## config.mk

```make
export PLATFORM = sky130hd
export DESIGN_NAME = decision_engine
export DESIGN_NICKNAME = d
export VERILOG_FILES = /design/src/rtl/decision_engine.sv
export SDC_FILE = /design/constraint.sdc
export NUM_CORES = 1
export LEC_CHECK = 0
export ABC_AREA = 1
export BUFFER_PORTS_ARGS = -buffer_cell sky130_fd_sc_hd__buf_2
export CAP_MARGIN = 25
export CORE_MARGIN = 3
export CORE_UTILIZATION = 50
export CTS_CLUSTER_SIZE = 16
export DETAILED_ROUTE_END_ITERATION = 6
export PLACE_DENSITY = 0.87
export SETUP_SLACK_MARGIN = 0.15
export SLEW_MARGIN = 5
export SYNTH_ARGS = -nofsm -noshare
export SYNTH_HDL_FRONTEND = slang
export SYNTH_SLANG_ARGS = --single-unit
```

## constraint.sdc

```tcl
create_clock -name clk -period 2.9 [get_ports clk]
set_input_delay 0.435 -clock clk [delete_from_list [all_inputs] [get_ports clk]]
set_output_delay 0.435 -clock clk [all_outputs]
set_load 0.01 [all_outputs]
```

## src/rtl/decision_engine.sv

```systemverilog
`default_nettype none
// ============================================================================
//  Module      : decision_engine
//  Description : Per-channel buy/sell volume threshold evaluation with one
//                pending decision per channel, round-robin arbitration onto a
//                single tx path and a request/done handshake guarded by a
//                watchdog.
//                Optional build macro PRICE_CHECK_EN: when defined, a buy or
//                sell decision additionally requires a non-zero price on the
//                corresponding side; otherwise prices are ignored.
//  Revision    : 1.0 - initial release
// ============================================================================
module decision_engine #(
    parameter int                NUM_CH     = 4,
    parameter int                ADDR_W     = 8,
    parameter int                DATA_W     = 32,
    parameter logic [DATA_W-1:0] VOL_THRESH = 32'h000A0000,
    parameter int                TIMEOUT    = 64
) (
    input  logic              clk,
    input  logic              reset_n,
    input  logic [ADDR_W-1:0] rx_addr,
    input  logic [DATA_W-1:0] rx_buyprice,
    input  logic [DATA_W-1:0] rx_sellprice,
    input  logic [DATA_W-1:0] rx_buyvol,
    input  logic [DATA_W-1:0] rx_sellvol,
    input  logic              rx_dv,
    output logic              tx_req,
    input  logic              tx_done,
    output logic [ADDR_W-1:0] tx_addr,
    output logic [7:0]        tx_buysell,
    output logic              busy,
    output logic [15:0]       drop_cnt,
    output logic [15:0]       bad_addr_cnt,
    output logic              err_timeout
);

    // ------------------------------------------------------------------------
    // Constants
    // ------------------------------------------------------------------------
    localparam int          c_ch_w    = (NUM_CH > 1) ? $clog2(NUM_CH) : 1;
    localparam int          c_wd_w    = $clog2(TIMEOUT);
    localparam logic [c_wd_w-1:0] c_wd_last = c_wd_w'(TIMEOUT - 1);

    localparam logic [1:0]  c_code_hold = 2'd0;
    localparam logic [1:0]  c_code_sell = 2'd1;
    localparam logic [1:0]  c_code_buy  = 2'd2;

    localparam logic [15:0] c_cnt_max   = 16'hFFFF;

    typedef enum logic [1:0] {
        S_IDLE  = 2'd0,
        S_ISSUE = 2'd1,
        S_WAIT  = 2'd2
    } state_t;

    // ------------------------------------------------------------------------
    // Registers
    // ------------------------------------------------------------------------
    state_t                    state_q;
    logic [NUM_CH-1:0]         pend_q;
    logic [NUM_CH-1:0][1:0]    code_q;
    logic [c_ch_w-1:0]         rr_q;
    logic [c_wd_w-1:0]         wd_q;
    logic [ADDR_W-1:0]         tx_addr_q;
    logic [7:0]                tx_buysell_q;
    logic                      tx_req_q;
    logic                      busy_q;
    logic                      err_q;
    logic [15:0]               drop_cnt_q;
    logic [15:0]               bad_cnt_q;

    // ------------------------------------------------------------------------
    // Combinational signals
    // ------------------------------------------------------------------------
    logic                      w_buy_ok;
    logic                      w_sell_ok;
    logic [1:0]                w_dec;
    logic                      w_addr_ok;
    logic [c_ch_w-1:0]         w_rx_ch;
    logic                      w_any;
    logic [c_ch_w-1:0]         w_gnt_ch;
    logic                      w_grant;
    logic                      w_capture;
    logic                      w_consume;

    // Channel index offset by 'off' positions, wrapping at NUM_CH.
    function automatic logic [c_ch_w-1:0] f_wrap(input logic [c_ch_w-1:0] base,
                                                 input int                off);
        int s;
        s = int'(base) + off;
        if (s >= NUM_CH) begin
            s = s - NUM_CH;
        end
        return s[c_ch_w-1:0];
    endfunction

`ifndef PRICE_CHECK_EN
    // Prices only matter when the price check is built in.
    logic w_unused_prices;
    assign w_unused_prices = ^{rx_buyprice, rx_sellprice};
`endif

    // Threshold decision on the current rx beat; buy takes precedence.
    always_comb begin
`ifdef PRICE_CHECK_EN
        w_buy_ok  = (rx_buyvol  > VOL_THRESH) && (rx_buyprice  != '0);
        w_sell_ok = (rx_sellvol > VOL_THRESH) && (rx_sellprice != '0);
`else
        w_buy_ok  = (rx_buyvol  > VOL_THRESH);
        w_sell_ok = (rx_sellvol > VOL_THRESH);
`endif
        if (w_buy_ok) begin
            w_dec = c_code_buy;
        end else if (w_sell_ok) begin
            w_dec = c_code_sell;
        end else begin
            w_dec = c_code_hold;
        end
    end

    assign w_addr_ok = (rx_addr < ADDR_W'(NUM_CH));
    assign w_rx_ch   = rx_addr[c_ch_w-1:0];
    assign w_capture = rx_dv && w_addr_ok && (w_dec != c_code_hold);

    // Round-robin search from rr_q upward; the lowest offset that is pending wins.
    always_comb begin
        w_any    = 1'b0;
        w_gnt_ch = '0;
        for (int k = NUM_CH - 1; k >= 0; k--) begin
            if (pend_q[f_wrap(rr_q, k)]) begin
                w_any    = 1'b1;
                w_gnt_ch = f_wrap(rr_q, k);
            end
        end
    end

    assign w_grant   = (state_q == S_IDLE) && w_any;
    assign w_consume = w_grant && (w_gnt_ch == w_rx_ch);

    // Pending table and rx-side counters; a capture overrides a same-cycle grant clear.
    always_ff @(posedge clk or negedge reset_n) begin
        if (!reset_n) begin
            pend_q     <= '0;
            code_q     <= '0;
            drop_cnt_q <= '0;
            bad_cnt_q  <= '0;
        end else begin
            if (w_grant) begin
                pend_q[w_gnt_ch] <= 1'b0;
            end
            if (w_capture) begin
                pend_q[w_rx_ch] <= 1'b1;
                code_q[w_rx_ch] <= w_dec;
                if (pend_q[w_rx_ch] && !w_consume && (drop_cnt_q != c_cnt_max)) begin
                    drop_cnt_q <= drop_cnt_q + 16'd1;
                end
            end
            if (rx_dv && !w_addr_ok && (bad_cnt_q != c_cnt_max)) begin
                bad_cnt_q <= bad_cnt_q + 16'd1;
            end
        end
    end

    // Issue FSM: grant, one-cycle request pulse, then wait for done or watchdog abort.
    always_ff @(posedge clk or negedge reset_n) begin
        if (!reset_n) begin
            state_q      <= S_IDLE;
            rr_q         <= '0;
            wd_q         <= '0;
            tx_addr_q    <= '0;
            tx_buysell_q <= '0;
            tx_req_q     <= 1'b0;
            busy_q       <= 1'b0;
            err_q        <= 1'b0;
        end else begin
            case (state_q)
                S_IDLE: begin
                    tx_req_q <= 1'b0;
                    busy_q   <= 1'b0;
                    if (w_any) begin
                        tx_addr_q    <= ADDR_W'(w_gnt_ch);
                        tx_buysell_q <= {6'd0, code_q[w_gnt_ch]};
                        rr_q         <= f_wrap(w_gnt_ch, 1);
                        tx_req_q     <= 1'b1;
                        busy_q       <= 1'b1;
                        state_q      <= S_ISSUE;
                    end
                end
                S_ISSUE: begin
                    tx_req_q <= 1'b0;
                    wd_q     <= '0;
                    state_q  <= S_WAIT;
                end
                S_WAIT: begin
                    if (tx_done) begin
                        busy_q  <= 1'b0;
                        state_q <= S_IDLE;
                    end else if (wd_q == c_wd_last) begin
                        err_q   <= 1'b1;
                        busy_q  <= 1'b0;
                        state_q <= S_IDLE;
                    end else begin
                        wd_q <= wd_q + c_wd_w'(1);
                    end
                end
                default: begin
                    tx_req_q <= 1'b0;
                    busy_q   <= 1'b0;
                    state_q  <= S_IDLE;
                end
            endcase
        end
    end

    assign tx_req       = tx_req_q;
    assign tx_addr      = tx_addr_q;
    assign tx_buysell   = tx_buysell_q;
    assign busy         = busy_q;
    assign drop_cnt     = drop_cnt_q;
    assign bad_addr_cnt = bad_cnt_q;
    assign err_timeout  = err_q;

endmodule
`default_nettype wire

```

# Word level (Yosys, flattened, before mapping)
# Index checks and enable logic that the tools add are counted.
# totals
ff_bits	61
in_bits	140
output_inout_bits	51
wordCells	127
# classes
n_addsub	12
order_cmp	16
n_eq_ne	10
n_mux	48
bitwise_logic	5
n_reduce_logical	21
# ops
operator	n
> comparator 32 x 20 -> 1 bit, second input constant	2
adder 16 x 1 -> 16 bit, second input constant	2
inequality test 16 bit, second input constant	2
two-way mux 2 bit	15
< comparator 2 x 3 -> 1 bit, second input constant	6
two-way mux 1 bit	15
>= comparator 3 bit, second input constant	4
two-way mux 6 bit	2
one-hot mux 6 bit (2 select lines)	1
binary-select mux 1 bit (select 2 bit)	5
logical AND 1 bit	10
subtractor 2 x 1 -> 2 bit, second input constant	5
bitwise mux 8 bit	1
< comparator 8 x 3 -> 1 bit, second input constant	1
two-way mux 4 bit	2
AND reduction 2 bit	4
adder 2 x 1 -> 3 bit, second input constant	2
adder 2 x 2 -> 3 bit, second input constant	2
adder 6 x 1 -> 6 bit, second input constant	1
== test 6 bit, second input constant	1
inequality test 2 bit, second input constant	3
one-hot mux 2 bit (3 select lines)	1
AND reduction 3 bit	2
AND 4 bit	1
other kinds (17)	22

# Depth between registers and ports, before layout
# Gate-level depths: netlist of run 1.
# depth
word_depth	18
depth_mapped	18
mapped_depth_nobuf	16

# Worst setup path after synthesis of run 1
# No wires, ideal clock.
# synth_path
path_type	reg-to-reg
from	reg drop_cnt_q[0], in the netlist drop_cnt[0]
to	reg drop_cnt_q[4], in the netlist drop_cnt[4]
setup_ns	0.113
arrival_ns	1.842
required_ns	2.787
slack_ns	0.945
stages_incl_launch_ff	15
n_path_buf	1
synth_period_minus_slack_ns	1.955
path_cell_list	dfrtp_1 -> ha_1 -> nand3_1 -> nor2_2 -> nand3_2 -> nor2_2 -> nand2_1 -> inv_2 -> nand3_1 -> nand2_1 -> nor2_1 -> buf_4 -> nand4_1 -> nand2_1 -> inv_1
# synth_between
elab_chain_cells	3
word_cells_on_any_way	4
classes_between	add/sub (1); eq/ne (1); reduce/logical (2)
# synth_rtl
item	line_no	text
from (decl)	70	logic [15:0] drop_cnt_q;
from (signal assigned)	156	drop_cnt_q <= drop_cnt_q + 16'd1;
branches (longest 3 deep; another with adder 16 x 1 -> 16 bit)	-	
# Parallel ways; which one is timed is not known.
# A chain may end at the register's enable or synchronous reset.

# Final worst setup path of run 1
# layout_path
from	reg drop_cnt_q[0], in the netlist drop_cnt[0]
to	reg drop_cnt_q[10], in the netlist drop_cnt[10]
# Same word-level chain as after synthesis.

==> metrics.txt, run 1 <==
status=complete, no violations; largest net degree at the start of global routing=a little over 60; gr usage total=20.3%; CP arrival=2490 ps; top post-synthesis cells by area=dfrtp_1, nand2_1, nor2_1; CTS max path bufs=2; CP Capture Type=flop; r2r worst-path depth=15; TNS Setup=0 ps; Pint=2100 uW; worst skew pair latency=330 ps; crit share post-route=78.3%; CP Cell Sequence=ha_1, nand3_1, nor2_2, nand3_2, nor2_2, nand2_1, inv_2, nand3_1, nand2_1, nor2_2, buf_4, nand3_2, nand2_1, nand2_1, inv_1; Finished Layout Cells=716; Placed Area=0.00437 sq mm; worst r2r dst=drop_cnt[10]; cts hold-fix bufs=0; post-DP HPWL=6650 um; Netlist cell types=37; Area growth syn-to-layout=22.0%; via total after detailed routing=3,527; Slowest cell on crit path=dfrtp_1; CTS tree=yes; Setup Skew=14.4 ps; Post-synth EDFFs=0; RR Startpoint=drop_cnt[0]; Worst VDD drop=0.327 mV; Rel. slew slack=49.4%; vias in the first global route=~3,500; Yosys reg bits=61; CP required=~3100 ps; CP dominant cell by count=nand2_1; leak pwr=0.00243 uW; Netlist Area Pre-Place=approximately 0.0038 sq mm; clock power share=roughly a quarter; Post-Route WL=8480 um; crit-path max cell delay=420 ps; part of the power in registers=33.4%; Die W=92.9 um; initial core utilization=51.8%; Worst Setup Path Type=flop to flop; cell type with the largest total area after synthesis=dfrtp_1; Site Rows=31; DRC=0; antenna viol nets, final=0; total grt overflow=0; Max H-tree Level=3; Power per Cell Area=760 mW/mm^2; area share of the largest cell type after synthesis=40.4%; Final Hold Fails=0; max-slew violation count=0; most frequently used flop master after synthesis=dfrtp_1; Combinational Power Share=40.7%; post-layout min period=2270 ps; met2 routed WL=4560 um; ant diodes=0; Tot Pwr=3500 uW; worst slew pin tran=758 ps; I/O Buffers=around 110; synthesized instance count=493; DR top layer=met4; HP Class=input pin to asynchronous set/reset pin; startpoint types=flop; most frequent cells in the layout=nand2_1, buf_2, nor2_1; Placer Congestion=0.863; die area=around 0.0086 sq mm; core area=0.00729 sq mm; fin area=0.00461 sq mm; Post-CTS Resized=0; first-pass GRT wire length=14,400 um; asr flop ratio synth=100%; initial antenna violation count=0; # setup viols final=0; drt initial violations=89; CTS buffer count=9; fraction of the yosys area taken by sequential cells=40.4%; wl on met1=3430 um; Max Cap Violations=0; RSZ-0062 raised after global routing=no; reg-to-reg slack, setup=630 ps; Die H=92.9 um; drt wl/cell=11.8 um; Placed Cells=700; clk slew on worst S/H paths=70 ps; syn avg cell area=roughly 7.7 sq um; met3 WL=between 400 and 500 um; switching part of the total=roughly two fifths; IO Count=about 190; fmax=440 MHz; CP top delay family=simple AND/OR/NAND/NOR gates; fin util=between 60% and 70%; share of layout cells above drive strength 1=29.2%; drt first pass iters=4; buffer and inverter count on the worst path=3; switching pwr=1410 uW; Ys Warns=0; Clock Sinks=61; routed vias/inst=approximately 5; commonest non-fill, non-tap cell in the layout=nand2_1; buffer count from post-CTS setup fixing=0; clock root buffer=clkbuf_8; Crit Path Max Fanout=31; net count reported at finish=759
==> power groups by stage <==
| stage | logic (uW) | clock network (uW) | registers, uW |
|---|---|---|---|
| after global routing | 1640 | 959 | 1190 |
| final | 1430 | 905 | 1170 |
| after floorplan | 1120 | 0 | 1180 |
| after detailed placement | 1440 | 0 | 1190 |
| after CTS | 1450 | 930 | 1170 |
| after global placement | 1390 | 0 | 1180 |
==> flip-flops by register name, summed over array words and instances, names as in the netlist <==
| register | cells |
|---|---|
| state_q | 2 |
| bad_addr_cnt | 16 |
| tx_addr | 2 |
| tx_req | 1 |
| drop_cnt | 16 |
| wd_q | 6 |
| err_timeout | 1 |
| tx_buysell | 2 |
| pend_q | 4 |
| rr_q | 2 |
| busy | 1 |
| code_q | 8 |
==> worst reg2reg max path, stage by stage, from the launching register on <==
cell     delay [ps]
dfrtp_1         420
ha_1            240
nand3_1         120
nor2_2          160
nand3_2         100
nor2_2          150
nand2_1         110
inv_2            90
nand3_1          90
nand2_1          90
nor2_2           40
buf_4           250
nand3_2         130
nand2_1          70
nand2_1          70
inv_1            40
==> synthesized netlist by cell type, types with 2 or more instances <==
cell type    n
o21ai_0     20
inv_2        6
nand3_2     17
nand3_1     26
dfrtp_1     61
buf_4       13
inv_1       55
nand3b_1     2
nor3b_1      2
ha_1         7
nand4_1     23
nand2_2     10
o22ai_1      3
nor3_2       4
a21oi_1      4
xnor2_1      7
o211ai_1     2
nor2_2       3
xor2_1       9
buf_2        2
buf_6        4
nor3_1       8
nand2_1    128
nand2_4      2
nor2_1      63
==> worst max-delay path by stage <==
stage                         start                to  slack [ps]  cells past startpoint
floorplan               drop_cnt[0]       drop_cnt[4]         950                     14
global placement        drop_cnt[0]       drop_cnt[0]         720                     15
detailed placement      drop_cnt[0]       drop_cnt[0]         670                     15
CTS                     drop_cnt[0]      drop_cnt[10]         630                     15
global route        bad_addr_cnt[0]  bad_addr_cnt[15]         390                     11
finish                  drop_cnt[0]      drop_cnt[10]         630                     15
==> metal layers <==
metal / vias up / track usage (%)
met5: - / 0
met4: 0 / 6.72
met3: 7 / 3.49
met2: 107 / 39.1
met1: 1617 / 22.2
li1: 1796 / -
==> logic make-up (layout without fill, tap and decap cells) <==
logic type                 after synthesis  after routing  synth area share, %
and+or+nand+nor                        290            290                 36.9
buffers and inverters                   82            195                 10.7
DFF                                     61             61                 40.4
AOI/OAI and AO/OA                       35             35                 5.63
xor gates and xnor gates                16             16                 3.71
adders and majority gates                7              7                 2.32
other                                    1             12               0.0993
muxes                                    1              1                0.298
==> per-stage QoR <==
| step | hold slack (ps) | worst slack, ps |
|---|---|---|
| after global placement | 457 | 725 |
| after floorplan | 139 | 945 |
| after detailed placement | 461 | 666 |
| final | 260 | 630 |
| after CTS | 280 | 628 |
| after global routing | 327 | 391 |
==> final cells by class <==
type / instances / area (sq um)
Timing Repair Buffer: 117 / 593
Clock inverter: 6 / 111
Inverter: 62 / 235
Tap cell: 99 / 124
Clock buffer: 10 / 128
Fill cell: 663 / 2680
Multi-Input combinational cell: 361 / 1890
Sequential cell: 61 / 1530
Power figures use the tool's default switching activity.
==> run 2, diff against run 1 <==
--- a/config.mk
+++ b/config.mk
@@ -9,10 +9,10 @@
 export BUFFER_PORTS_ARGS = -buffer_cell sky130_fd_sc_hd__buf_2
 export CAP_MARGIN = 25
 export CORE_MARGIN = 3
-export CORE_UTILIZATION = 50
+export CORE_UTILIZATION = 46
 export CTS_CLUSTER_SIZE = 16
 export DETAILED_ROUTE_END_ITERATION = 6
-export PLACE_DENSITY = 0.87
+export PLACE_DENSITY = 0.81
 export SETUP_SLACK_MARGIN = 0.15
 export SLEW_MARGIN = 5
 export SYNTH_ARGS = -nofsm -noshare
==> constraint.sdc (replaced) <==
create_clock -name clk -period 2.38 [get_ports clk]
set_input_delay 0.357 -clock clk [delete_from_list [all_inputs] [get_ports clk]]
set_output_delay 0.357 -clock clk [all_outputs]
set_load 0.01 [all_outputs]
==> metrics.txt, run 2 (same netlist as run 1, synthesis figures left out) <==
clock root buffer=clkbuf_8; CP arrival=between 2000 and 2500 ps; share of layout cells above drive strength 1=between 30% and 40%; Final Hold Fails=0; Post-Route WL=8780 um; drt wl/cell=approximately 12 um; Placed Area=0.00445 sq mm; Worst Setup Path Type=flop to flop; status=complete, no violations; DRC=0; clock power share=23.4%; initial core utilization=48.1%; first-pass GRT wire length=15,200 um; Hold WS=320 ps; Slowest cell on crit path=dfrtp_1; Placed Cells=711; routed vias/inst=4.92; drt first pass iters=4; core area=0.00785 sq mm; Clock Sinks=61; max-slew violation count=0; leak pwr=0.00250 uW; met2 routed WL=approximately 4700 um; Power per Cell Area=895 mW/mm^2; fin area=0.00475 sq mm; switching part of the total=41.8%; HP Class=input pin to flop; Max Cap Violations=0; IO Count=191; TNS Setup=0 ps; crit share post-route=86.1%; FF/Latch Area=0.00153 sq mm; CP Cell Sequence=ha_1, nand3_1, nor2_1, nand3_1, nand2_2, nor2_2, nand2_2, nor3_4, nand4_1, o21ai_1, nand2_1; drt initial violations=109; area of the multi-input gates=0.00192 sq mm; Die H=96.6 um; Worst VDD drop=approximately 0.48 mV; CTS tree=yes; Fillers=roughly 720; CP required=2610 ps; crit-path max cell delay=430 ps; Setup Skew=~12 ps; Site Rows=32; Max H-tree Level=3; Combinational Power Share=42.8%; I/O Buffers=114; commonest non-fill, non-tap cell in the layout=nand2_1; CTS buffer count=9; post-DP HPWL=~6800 um; wl on met1=3560 um; part of the power in registers=33.8%; largest net degree at the start of global routing=32; most frequent cells in the layout=nand2_1, buf_2, nor2_1; Crit Path Max Fanout=6; Pint=around 2500 uW; ant diodes=0; antenna viol nets, final=0; Placer Congestion=0.896; CP Capture Type=flop; initial antenna violation count=0; post-layout min period=2050 ps; RSZ-0062 raised after global routing=yes; CTS max path bufs=2; vias in the first global route=3,604; met3 WL=445 um; Die W=96.6 um; # setup viols final=0; die area=0.00934 sq mm; gr usage total=19.3%; clk slew on worst S/H paths=70 ps; net count reported at finish=773; fmax=just under 500 MHz; reg-to-reg slack, setup=330 ps; Finished Layout Cells=732; Area growth syn-to-layout=25.6%; switching pwr=1780 uW; DR top layer=met4; worst skew pair latency=340 ps; total grt overflow=0; via total after detailed routing=3,601; startpoint types=flop
==> run 2: cell count changes in the layout (fill, tap and decap cells not counted), sizes merged <==
cell,before,now
buf,117,130
bufinv,3,2
clkbuf,10,9
clkinvlp,1,2
dlygate4sd3,0,1
==> run 2: metal layers <==
metal | track usage, % | vias to the layer above
met3 | 4.33 | 12
met4 | 5.72 | 0
met5 | 0 | -
met2 | 35.5 | 114
met1 | 22.1 | 1660
li1 | - | 1815
==> run 2: stage by stage <==
stage	power (uW)	worst slack (ps)	utilization, %
CTS	4240	165	59.6
global placement	3160	11.9	56.7
detailed placement	3230	-49.5	56.7
global route	4580	121	60.5
floorplan	2810	425	-
finish	4250	331	60.5
==> run 2: worst max-delay path: cells and delay by family (launching register included) <==
kind | cells | cell delay (ps)
adder cells (fa/ha/maj) | 1 | 230
flip-flops | 1 | 430
AND/OR/NAND/NOR | 9 | 1090
AO/OA/AOI/OAI | 1 | 170
==> run 2: cell type report <==
class	instances	share of cell area, %
Clock inverter	6	1.87
Tap cell	102	2.69
Inverter	62	4.96
Sequential cell	61	32.2
Clock buffer	9	2.61
Timing Repair Buffer	131	15.3
Multi-Input combinational cell	361	40.4
==> run 2: timing repair <==
item | 4_1_cts | 5_1_grt
buffers inserted | 0 | 5
endpoints found under the hold margin | 16 | 0
hold buffers | 1 | 0
setup endpoints to repair | 15 | 18
pin swaps | 0 | 3
gates resized for setup | 1 | 6
==> run 2: path summary, 6_finish.rpt <==
path,start,endpoint,depth (start not counted)
max reg2reg,bad_addr_cnt[0],bad_addr_cnt[15],11
max in group asynchronous,reset_n,bad_addr_cnt[2],3
min reg2reg,tx_req,tx_req,2
min in group asynchronous,reset_n,state_q[1],2
max,bad_addr_cnt[0],bad_addr_cnt[15],11
min,tx_done,wd_q[4],4
==> run 2: power groups by stage <==
stage / Sequential (uW) / Combinational [uW] / Clock [uW]
after floorplan: 1440 / 1370 / 0
after global placement: 1430 / 1730 / 0
after detailed placement: 1440 / 1790 / 0
after CTS: 1430 / 1800 / 1010
after global routing: 1460 / 2060 / 1060
final: 1430 / 1820 / 995
